### config.mk
export PLATFORM = sky130hd
export DESIGN_NAME = uart_receiver
export DESIGN_NICKNAME = d
export VERILOG_FILES = /design/src/rtl/uart_receiver.sv
export SDC_FILE = /design/constraint.sdc
export NUM_CORES = 1
export LEC_CHECK = 0
export CORE_MARGIN = 10
export CORE_UTILIZATION = 38
export CTS_BUF_LIST = sky130_fd_sc_hd__clkbuf_4 sky130_fd_sc_hd__clkbuf_8
export DETAILED_ROUTE_END_ITERATION = 16
export GPL_ROUTABILITY_DRIVEN = 0
export PLACE_DENSITY = 0.53
export REMOVE_ABC_BUFFERS = 1
export SYNTH_ARGS = -nofsm -noshare
export SYNTH_HDL_FRONTEND = slang
export SYNTH_SLANG_ARGS = --single-unit
### constraint.sdc
create_clock -name clk -period 3 [get_ports clk]
set_input_delay 0.6 -clock clk [delete_from_list [all_inputs] [get_ports clk]]
set_output_delay 0.6 -clock clk [all_outputs]
set_load 0.005 [all_outputs]
### src/rtl/uart_receiver.sv
// rtl/uart_receiver.sv - oversampling UART receive stage with framing-error detection
module uart_receiver #(
    parameter int data_size  = 8,
    parameter int OVERSAMPLE = 16,
    parameter int CNT_BITS   = 4
) (
    input  logic                 clk,
    input  logic                 rst,
    input  logic                 sample_tick,
    input  logic                 RxD,
    output logic [data_size-1:0] data,
    output logic                 data_valid,
    output logic                 framing_error,
    output logic                 busy
);

    localparam int IDX_BITS = (data_size > 1) ? $clog2(data_size) : 1;
    localparam logic [CNT_BITS-1:0] HALF_M1  = CNT_BITS'(OVERSAMPLE / 2 - 1);
    localparam logic [CNT_BITS-1:0] FULL_M1  = CNT_BITS'(OVERSAMPLE - 1);
    localparam logic [IDX_BITS-1:0] LAST_IDX = IDX_BITS'(data_size - 1);

    typedef enum logic [2:0] {
        S_IDLE,
        S_START,
        S_DATA,
        S_STOP,
        S_WAIT_HIGH
    } state_t;

    state_t                 r_state;
    logic                   r_sync1;
    logic                   r_rx_s;
    logic [CNT_BITS-1:0]    r_cnt;
    logic [IDX_BITS-1:0]    r_idx;
    logic [data_size-1:0]   r_shift;
    logic [data_size-1:0]   r_data;
    logic                   r_valid;
    logic                   r_ferr;

    state_t                 w_state_nxt;
    logic [CNT_BITS-1:0]    w_cnt_nxt;
    logic [CNT_BITS-1:0]    w_cnt_inc;
    logic [IDX_BITS-1:0]    w_idx_nxt;
    logic [data_size-1:0]   w_shift_nxt;
    logic [data_size-1:0]   w_data_nxt;
    logic                   w_valid_nxt;
    logic                   w_ferr_nxt;

    assign w_cnt_inc     = r_cnt + CNT_BITS'(1);
    assign data          = r_data;
    assign data_valid    = r_valid;
    assign framing_error = r_ferr;
    assign busy          = (r_state != S_IDLE);

    // Two-flop synchronizer; reset to the idle line level so reset never fakes a start edge
    always_ff @(posedge clk or posedge rst) begin
        if (rst) begin
            r_sync1 <= 1'b1;
            r_rx_s  <= 1'b1;
        end else begin
            r_sync1 <= RxD;
            r_rx_s  <= r_sync1;
        end
    end

    // State, counters, shift register and output registers
    always_ff @(posedge clk or posedge rst) begin
        if (rst) begin
            r_state <= S_IDLE;
            r_cnt   <= '0;
            r_idx   <= '0;
            r_shift <= '0;
            r_data  <= '0;
            r_valid <= 1'b0;
            r_ferr  <= 1'b0;
        end else begin
            r_state <= w_state_nxt;
            r_cnt   <= w_cnt_nxt;
            r_idx   <= w_idx_nxt;
            r_shift <= w_shift_nxt;
            r_data  <= w_data_nxt;
            r_valid <= w_valid_nxt;
            r_ferr  <= w_ferr_nxt;
        end
    end

    // Next-state logic; pulses default low so they last exactly one clk
    always_comb begin
        w_state_nxt = r_state;
        w_cnt_nxt   = r_cnt;
        w_idx_nxt   = r_idx;
        w_shift_nxt = r_shift;
        w_data_nxt  = r_data;
        w_valid_nxt = 1'b0;
        w_ferr_nxt  = 1'b0;

        if (sample_tick) begin
            case (r_state)
                S_IDLE: begin
                    if (!r_rx_s) begin
                        w_state_nxt = S_START;
                        w_cnt_nxt   = '0;
                    end
                end
                S_START: begin
                    w_cnt_nxt = w_cnt_inc;
                    if (w_cnt_inc == HALF_M1) begin
                        w_cnt_nxt = '0;
                        if (r_rx_s) begin
                            w_state_nxt = S_IDLE;
                        end else begin
                            w_state_nxt = S_DATA;
                            w_idx_nxt   = '0;
                        end
                    end
                end
                S_DATA: begin
                    w_cnt_nxt = w_cnt_inc;
                    // A full bit period of ticks after the previous sample point
                    if (r_cnt == FULL_M1) begin
                        w_cnt_nxt   = '0;
                        w_shift_nxt = {r_rx_s, r_shift[data_size-1:1]};
                        w_idx_nxt   = r_idx + IDX_BITS'(1);
                        if (r_idx == LAST_IDX) begin
                            w_state_nxt = S_STOP;
                            w_idx_nxt   = '0;
                        end
                    end
                end
                S_STOP: begin
                    w_cnt_nxt = w_cnt_inc;
                    if (r_cnt == FULL_M1) begin
                        w_cnt_nxt = '0;
                        if (r_rx_s) begin
                            w_data_nxt  = r_shift;
                            w_valid_nxt = 1'b1;
                            w_state_nxt = S_IDLE;
                        end else begin
                            w_ferr_nxt  = 1'b1;
                            w_state_nxt = S_WAIT_HIGH;
                        end
                    end
                end
                S_WAIT_HIGH: begin
                    // Hold off until the line recovers so a break cannot look like a start bit
                    if (r_rx_s) begin
                        w_state_nxt = S_IDLE;
                    end
                end
                default: begin
                    w_state_nxt = S_IDLE;
                    w_cnt_nxt   = '0;
                end
            endcase
        end
    end

endmodule

== Yosys cells after proc, flatten, opt, wreduce, memory -nomap -nowiden ==
Cells that the tools add are included.
Cells by class
  shift operators: 0
  magnitude comparators: 0
  bitwise logic cells: 1
  div/mod/pow operators: 0
  add/subtract/negate cells: 2
  muxes and demuxes: 26
  reduce and logical (&&, ||, !) cells: 9
  $mul: 0
  equal/unequal tests: 14
Operators with widths (count)
  2-to-1 mux 3 bit: 11
  one-hot mux 4 bit (4 select lines): 1
  one-hot mux 3 bit (5 select lines): 1
  != test 2 bit, second input constant: 7
  2-to-1 mux 4 bit: 3
  2-to-1 mux 1 bit: 8
  AND reduction 7 bit: 1
  equality test 3 x 2 -> 1 bit, second input constant: 2
  equality test 3 bit, second input constant: 2
  one-hot mux 3 bit (2 select lines): 1
  AND reduction 3 bit: 2
  AND reduction 5 bit: 1
  adder 4 x 1 -> 4 bit, second input constant: 1
  equality test 4 x 3 -> 1 bit, second input constant: 1
  equality test 4 bit, second input constant: 1
  AND reduction 4 bit: 1
  adder 3 x 1 -> 3 bit, second input constant: 1
  equality test 3 x 1 -> 1 bit, second input constant: 1
  zero test 3 bit: 1
  nonzero test 3 bit: 1
  2-to-1 mux 2 bit: 1
  nonzero test 2 bit: 1
  OR reduction 2 bit: 1
  inverter 1 bit: 1
Storage, ports and cells
  RAM bits: 0
  bits in read-only memories: 0
  register bits after elaboration: 30
  latch bits: 0
  memories kept: 0
  input bits: 4
  logic and storage cells: 61
  output and inout port bits: 11

== Logic depth before layout (Yosys ltp) ==
Gate-level depths: netlist (run 1).
  depth after elaboration: 4
  gate-level depth with buffers: 7
  depth with buffers taken out: 7

== Worst setup path before layout (run 1) ==
No wires, ideal clock.
  path kind: reg-to-reg
  start point: register r_cnt[0]
  end point: register r_shift[0]
  slack: 1272 ps
  library setup time: 125 ps
  path buffers: 1
  arrival time: 1604 ps
  required time: 2875 ps
  clock period less this slack: 1728 ps
  cell stages (with the launch flop): 6
  cells stage by stage: dfrtp_1 > ha_1 > nand4_1 > nor3_1 > buf_4 > mux2_2
Between the ends
  cells in the longest elaborated chain, start to end: 2
Ends and longest elaborated chain
  from (decl): RTL line 33  | logic [CNT_BITS-1:0] r_cnt;
  from (signal assigned): RTL line 78  | r_cnt <= w_cnt_nxt;
  equality test 4 bit: RTL line 120  | if (r_cnt == FULL_M1) begin
  AND reduction 3 bit (no source line)
  to (signal assigned): RTL line 80  | r_shift <= w_shift_nxt;
  to (decl): RTL line 35  | logic [data_size-1:0] r_shift;
No other way between the ends.
A chain may end at the register's enable or synchronous reset.

== Final worst setup path (run 1) ==
  start point: register r_state[1]
  end point: output port busy
Between the ends
  cells in the longest elaborated chain, start to end: 1
Ends and longest elaborated chain
  from (decl): RTL line 30  | state_t r_state;
  from (signal assigned): RTL line 77  | r_state <= w_state_nxt;
  nonzero test 3 bit: RTL line 53  | assign busy = (r_state != S_IDLE);
  to (decl): RTL line 14  | output logic busy
No other way between the ends.

==> reports/qor.yml, run 1 <==
status:
  run_status: "finished clean"
sta:
  finalSetupViolCount: 0
  slew_headroom_pct: 57.7
  hold_violations: 0
  layout_min_cycle_time_ns: 2.31
  fin_crit_sh_pct: 76.9
  rsz0062_at_grt: "no"
  fin_ws_ns: 0.693
  final_max_slew_viol_count: 0
  worst_pin_slew_ns: 0.630
  finalSetupTns_ns: 0
  fmax_ghz: 0.433
  fin_skew_ns: 0.00930
clock_network:
  cts_tree: "yes"
  ctsHtreeMaxLevel: 2
  clkTransAtPathRegs_ns: 0.07
  cts-root-buf: "clkbuf_8"
  postCtsHoldBufs: 0
  ctsLongestPathBuffers: 2
  post_cts_buffers: 0
  ctsResizeCount: 0
  cts_buffers: 5
  worstSkewPairLatency_ns: 0.27
  cts_sinks: 30
global_routing:
  antenna_found_initial: 0
  first_global_vias: 990
  grt_pass1_wl_mm: 4.66
  grt_max_degree: 20
  grt_util_all_layers_pct: 9.01
  globalRouteOverflowTotal: 0
detailed_routing:
  num_vias: 1002
  drtPass1Iterations: 4
  wirelength_mm: 2.69
  drc: 0
  vias_per_cell: 5.33
  detail-route-antenna-nets: 0
  wl_per_cell_um: 14.3
  drt-initial-drc-count: 88
critical_path:
  critical_path_required_ns: 2.40
  cp.arrival_ns: 1.71
  crit_path_start_kind: "flip-flop"
  reg2reg_slack_ns: 0.94
  worstSetupStartpoint: "r_state[1]"
  crit_type: "reg -> out"
  reg2reg_depth: 5
  r2r-start: "r_cnt[0]"
  r2r_end: "r_shift[5]"
  cp-end-kind: "primary output"
  cp_max_fo: 12
synth:
  synth_edf_count: 0
  ys_ff_latch: 30
  yosys.area_share.simple_pct: 14.7
  yosysSeqAreaShare_pct: 52.6
  async_reset_ff_share_pct: 100
  synth_xor_area_share_pct: 0
  synthMuxAreaShare_pct: 13.3
  yosys_warnings: 0
  ys.flop_type: "dfrtp_1"
  synth_compound_area_share_pct: 11.4
  yosysUniqueCellTypes: 38
  yosys-top-cells-area: "dfrtp_1 (49%), mux2_2 (13%), dfstp_2 (3.7%)"
  synth_top_area_cell: "dfrtp_1"
  synth_top_family_by_area: "simple AND/OR/NAND/NOR gates"
  syn_area_um2: 1430
  synth_cells: 122
  avgSynthCellArea_um2: 11.7
  synth_top_area_share_pct: 49.0
  synthAdderAreaFrac_pct: 3.50
layout:
  final_cells: 188
  drive_gt1_share_pct: 25.0
  syn2layout_area_growth_pct: 18.4
  multi_input_comb_area_um2: 613
  seqCellArea_um2: 753
  nets: 148
  final_common_cell: "dfrtp_1"
  diodes: 0
  final_cell_mix: "dfrtp_1 (28), mux2_2 (16), clkdlybuf4s50_1 (14)"
  num-fill-cells: 353
place:
  placedCellCount: 181
  io_buffer_count: 14
  pre_cts_ws_ns: 0.557
  dp_hpwl_mm: 1.86
die:
  start_util_pct: 39.1
  num_rows: 22
  die_w_um: 81.4
  core-area_um2: 3660
  dieArea_um2: 6620
  die_y_um: 81.4
  ios: 15
run:
  maxCapViolCount: 0
min_path:
  whs_endpoint: "r_rx_s"
  hp-class: "reg -> reg"
  min_from: "r_sync1"
  hold_depth: 0
power:
  irDropWorstVdd_mv: 0.268
  power.density_nw_per_um2: 586
  p_leak_nw: 0.780
layer usage:
layer	vias to the layer above	GRT usage, %	part of all wire, %
met5	-	0	0
met4	0	5.02	1.7
met3	6	3.64	4.4
met2	24	13.3	47
met1	494	10.9	47
li1	478	-	-
power breakdown:
part / internal (W) / switching [W] / total (W)
Sequential: 0.000443 / 0.0000683 / 0.000511
Clock: 0.000155 / 0.000139 / 0.000294
Combinational: 0.0000876 / 0.0000999 / 0.000188
Total: 0.000686 / 0.000307 / 0.000993
layout make-up:
class                   instances  area share, %
clock buffers                   5           4.06
clock inverters                 2          0.591
inverters                       5           1.11
multi-input cells              80           36.2
flip-flops and latches         30           44.5
well taps                      48           3.55
repair buffers                 18           10.0
Yosys cell counts, drive strengths merged (2+ instances only):
master and instances:
or3 2, o311ai 2, nand2 11, nor2 8
buf 5, nor2b 2, or4 2, mux2 16
and2b 2, dfstp 2, inv 5, o21ai 3
a21oi 2, clkbuf 2, a21o 2, a22o 3
nand3 3, o31ai 4, dfrtp 28, ha 4
worst max-delay path, cell delays in order (launching register included):
cell	delay, ns
dfrtp_1	0.52
or3_2	0.46
clkdlybuf4s50_1	0.46
metrics by stage:
step	area (µm²)	total power [W]	hold WS (ns)	utilization [%]
after floorplan	1390	0.000643	0.345	-
after global placement	1620	0.000698	0.350	44.1
after detailed placement	1620	0.000701	0.350	44.1
after CTS	1690	0.00100	0.358	46.3
after global routing	1690	0.00106	0.363	46.3
final	1690	0.000993	0.355	46.3
sequential cells by signal, summed over array words and instances, names as in the netlist:
register and flops:
data 8, r_shift 8, r_cnt 4, r_idx 3, r_state 3, data_valid 1
framing_error 1, r_rx_s 1, r_sync1 1
cell families after synthesis:
family / count (synthesis)
compound gates: 21
mux: 17
buf+inv: 12
flops: 30
simple gates: 38
fa+ha+maj: 4
how the worst max path moves through the flow:
stage | to | depth (start not counted)
after floorplan | r_shift[0] | 4
after global placement | r_shift[4] | 5
after detailed placement | r_shift[5] | 5
after CTS | busy | 2
after global routing | busy | 2
final | busy | 2
Note: power is estimated with default switching activity, not from simulation.
==> inputs of run 2 (changes only) <==
--- a/config.mk
+++ b/config.mk
@@ -10,7 +10,7 @@
 export CTS_BUF_LIST = sky130_fd_sc_hd__clkbuf_4 sky130_fd_sc_hd__clkbuf_8
 export DETAILED_ROUTE_END_ITERATION = 16
 export GPL_ROUTABILITY_DRIVEN = 0
-export PLACE_DENSITY = 0.53
+export PLACE_DENSITY = 0.55
 export REMOVE_ABC_BUFFERS = 1
 export SYNTH_ARGS = -nofsm -noshare
 export SYNTH_HDL_FRONTEND = slang
==> constraint.sdc (replaced) <==
create_clock -name clk -period 2.1 [get_ports clk]
set_input_delay 0.42 -clock clk [delete_from_list [all_inputs] [get_ports clk]]
set_output_delay 0.42 -clock clk [all_outputs]
set_load 0.005 [all_outputs]
==> run 2 against run 1 <==
  * Critical path depth is the same
  * Utilization grew 1.1 points
  * Largest power group unchanged
  * Die area is the same
  * Wire length shrank 2.6%
  * Hold slack gained 0.00065 ns
  * Final area grew 2.3%
  * Combinational power grew 56%
  * Critical path type unchanged
  * Non-clock buffer count grew 4
  * Clock power grew 51%
==> reports/qor.yml, run 2 (synthesized netlist as in run 1, its figures left out) <==
status:
  run_status: "finished clean"  # unchanged
die:
  die_y_um: 81.4  # unchanged
  ios: 15  # unchanged
  num_rows: 22  # unchanged
  start_util_pct: 39.1  # unchanged
  die_w_um: 81.4  # unchanged
  dieArea_um2: 6620  # unchanged
  core-area_um2: 3660  # unchanged
detailed_routing:
  drtPass1Iterations: 4  # unchanged
  num_vias: 982  # was 1002
  drc: 0  # unchanged
  wl_per_cell_um: 13.6  # was 14.3 µm
  detail-route-antenna-nets: 0  # unchanged
  drt-initial-drc-count: 65  # was 88
  vias_per_cell: 5.09  # was 5.33
  wirelength_mm: 2.62  # was 2.69 mm
clock_network:
  cts-root-buf: "clkbuf_8"  # unchanged
  cts_tree: "yes"  # unchanged
  cts_sinks: 30  # unchanged
  clkTransAtPathRegs_ns: 0.06  # was 0.07 ns
  cts_buffers: 5  # unchanged
  ctsLongestPathBuffers: 2  # unchanged
  ctsHtreeMaxLevel: 2  # unchanged
  worstSkewPairLatency_ns: 0.28  # was 0.27 ns
sta:
  finalSetupTns_ns: 0  # unchanged
  worst_pin_slew_ns: 0.527  # was 0.630 ns
  fin_crit_sh_pct: 96.3
  final_max_slew_viol_count: 0  # unchanged
  fin_ws_ns: 0.0769  # was 0.693 ns
  hold_violations: 0  # unchanged
  fmax_ghz: 0.494
  finalSetupViolCount: 0  # unchanged
  layout_min_cycle_time_ns: 2.02
  fin_skew_ns: 0.00658  # was 0.00930 ns
  rsz0062_at_grt: "no"  # unchanged
  slew_headroom_pct: 64.6  # was 57.7%
critical_path:
  r2r_end: "r_state[0]"  # was r_shift[5]
  cp-end-kind: "primary output"  # unchanged
  crit_type: "reg -> out"  # unchanged
  crit_path_start_kind: "flip-flop"  # unchanged
  critical_path_required_ns: 1.68  # was 2.40 ns
  reg2reg_slack_ns: 0.21  # was 0.94 ns
  cp.arrival_ns: 1.60  # was 1.71 ns
  r2r-start: "r_cnt[0]"  # unchanged
  reg2reg_depth: 6  # was 5
  cp_max_fo: 6  # was 12
global_routing:
  first_global_vias: 994  # was 990
  grt_util_all_layers_pct: 9.04  # was 9.01%
  grt_pass1_wl_mm: 4.58  # was 4.66 mm
  globalRouteOverflowTotal: 0  # unchanged
  grt_max_degree: 31  # was 20
  antenna_found_initial: 0  # unchanged
min_path:
  hp-class: "reg -> reg"  # unchanged
  whs_endpoint: "r_rx_s"  # unchanged
  min_from: "r_sync1"  # unchanged
  hold_depth: 0  # unchanged
power:
  power.density_nw_per_um2: 840  # was 586 nW/µm²
  swShare_pct: 30.4  # was 31.0%
  power_frac_seq_pct: 49.5  # was 51.5%
  p_leak_nw: 0.802  # was 0.780 nW
  p_comb_share_pct: 20.1  # was 18.9%
  clock_power_share_pct: 30.4  # was 29.6%
  power.switching_w: 0.000443  # was 0.000307 W
  p_int_w: 0.00101  # was 0.000686 W
  irDropWorstVdd_mv: 0.491  # was 0.268 mV
layout:
  final_cell_mix: "dfrtp_1 (27), mux2_2 (16), clkdlybuf4s50_1 (14)"  # was dfrtp_1 (28), mux2_2 (16), clkdlybuf4s50_1 (14)
  syn2layout_area_growth_pct: 21.1  # was 18.4%
  nets: 152  # was 148
  drive_gt1_share_pct: 28.3  # was 25.0%
  fin_util_pct: 47.3  # was 46.3%
  final_common_cell: "dfrtp_1"  # unchanged
  diodes: 0  # unchanged
place:
  io_buffer_count: 14  # unchanged
  pre_cts_ws_ns: 0.0256  # was 0.557 ns
  dp_hpwl_mm: 1.92  # was 1.86 mm
run:
  maxCapViolCount: 0  # unchanged
run 2: routing by layer:
metal | up-vias | track usage, % | wire, µm | share of wire (%)
li1 | 488 | - | - | -
met3 | 5 | 3.97 | 145 | 5.5
met1 | 475 | 10.7 | 1180 | 45
met4 | 0 | 5.19 | 53 | 2.0
met5 | - | 0 | 0 | 0
met2 | 14 | 13.3 | 1240 | 47
run 2: how the worst max path moves through the flow:
stage | start | end | slack [ns] | depth (start not counted)
floorplan | r_cnt[0] | r_shift[0] | -0.1 | 4
global placement | sample_tick | r_shift[4] | 0.05 | 5
detailed placement | sample_tick | r_shift[5] | 0.03 | 5
CTS | r_state[1] | busy | 0.06 | 2
global route | r_state[1] | busy | 0.02 | 2
finish | r_state[1] | busy | 0.08 | 2
run 2: per-stage QoR:
stage / area [µm²] / instances / total power [W] / hold slack (ns)
finish: 1730 / 193 / 0.00146 / 0.356
global route: 1730 / 193 / 0.00155 / 0.364
CTS: 1730 / 193 / 0.00147 / 0.358
detailed placement: 1640 / 184 / 0.00102 / 0.349
global placement: 1640 / 184 / 0.00101 / 0.349
floorplan: 1390 / 115 / 0.000918 / 0.345
run 2: critical path: stages (launching register included):
cell and delay [ns]:
dfrtp_1 0.45, or3_2 0.42, clkdlybuf4s50_1 0.46
run 2: layout make-up:
| type | count | area, µm² |
|---|---|---|
| multi-input cells | 80 | 613 |
| inverters | 5 | 18.8 |
| repair buffers | 22 | 200 |
| well taps | 48 | 60.1 |
| clock buffers | 6 | 76.3 |
| clock inverters | 2 | 10.0 |
| fillers | 341 | 1930 |
| flip-flops and latches | 30 | 754 |
run 2: timing repair:
action,in CTS,in global routing
hold buffers,0,0
setup endpoints to repair,1,0
gates resized for setup,1,0
buffers inserted,1,0
run 2: power by group through the flow:
stage	clock (W)	combinational, W	sequential [W]
after global routing	0.000494	0.000334	0.000727
after detailed placement	0	0.000294	0.000729
after CTS	0.000460	0.000297	0.000718
after global placement	0	0.000287	0.000725
final	0.000443	0.000293	0.000720
after floorplan	0	0.000200	0.000718
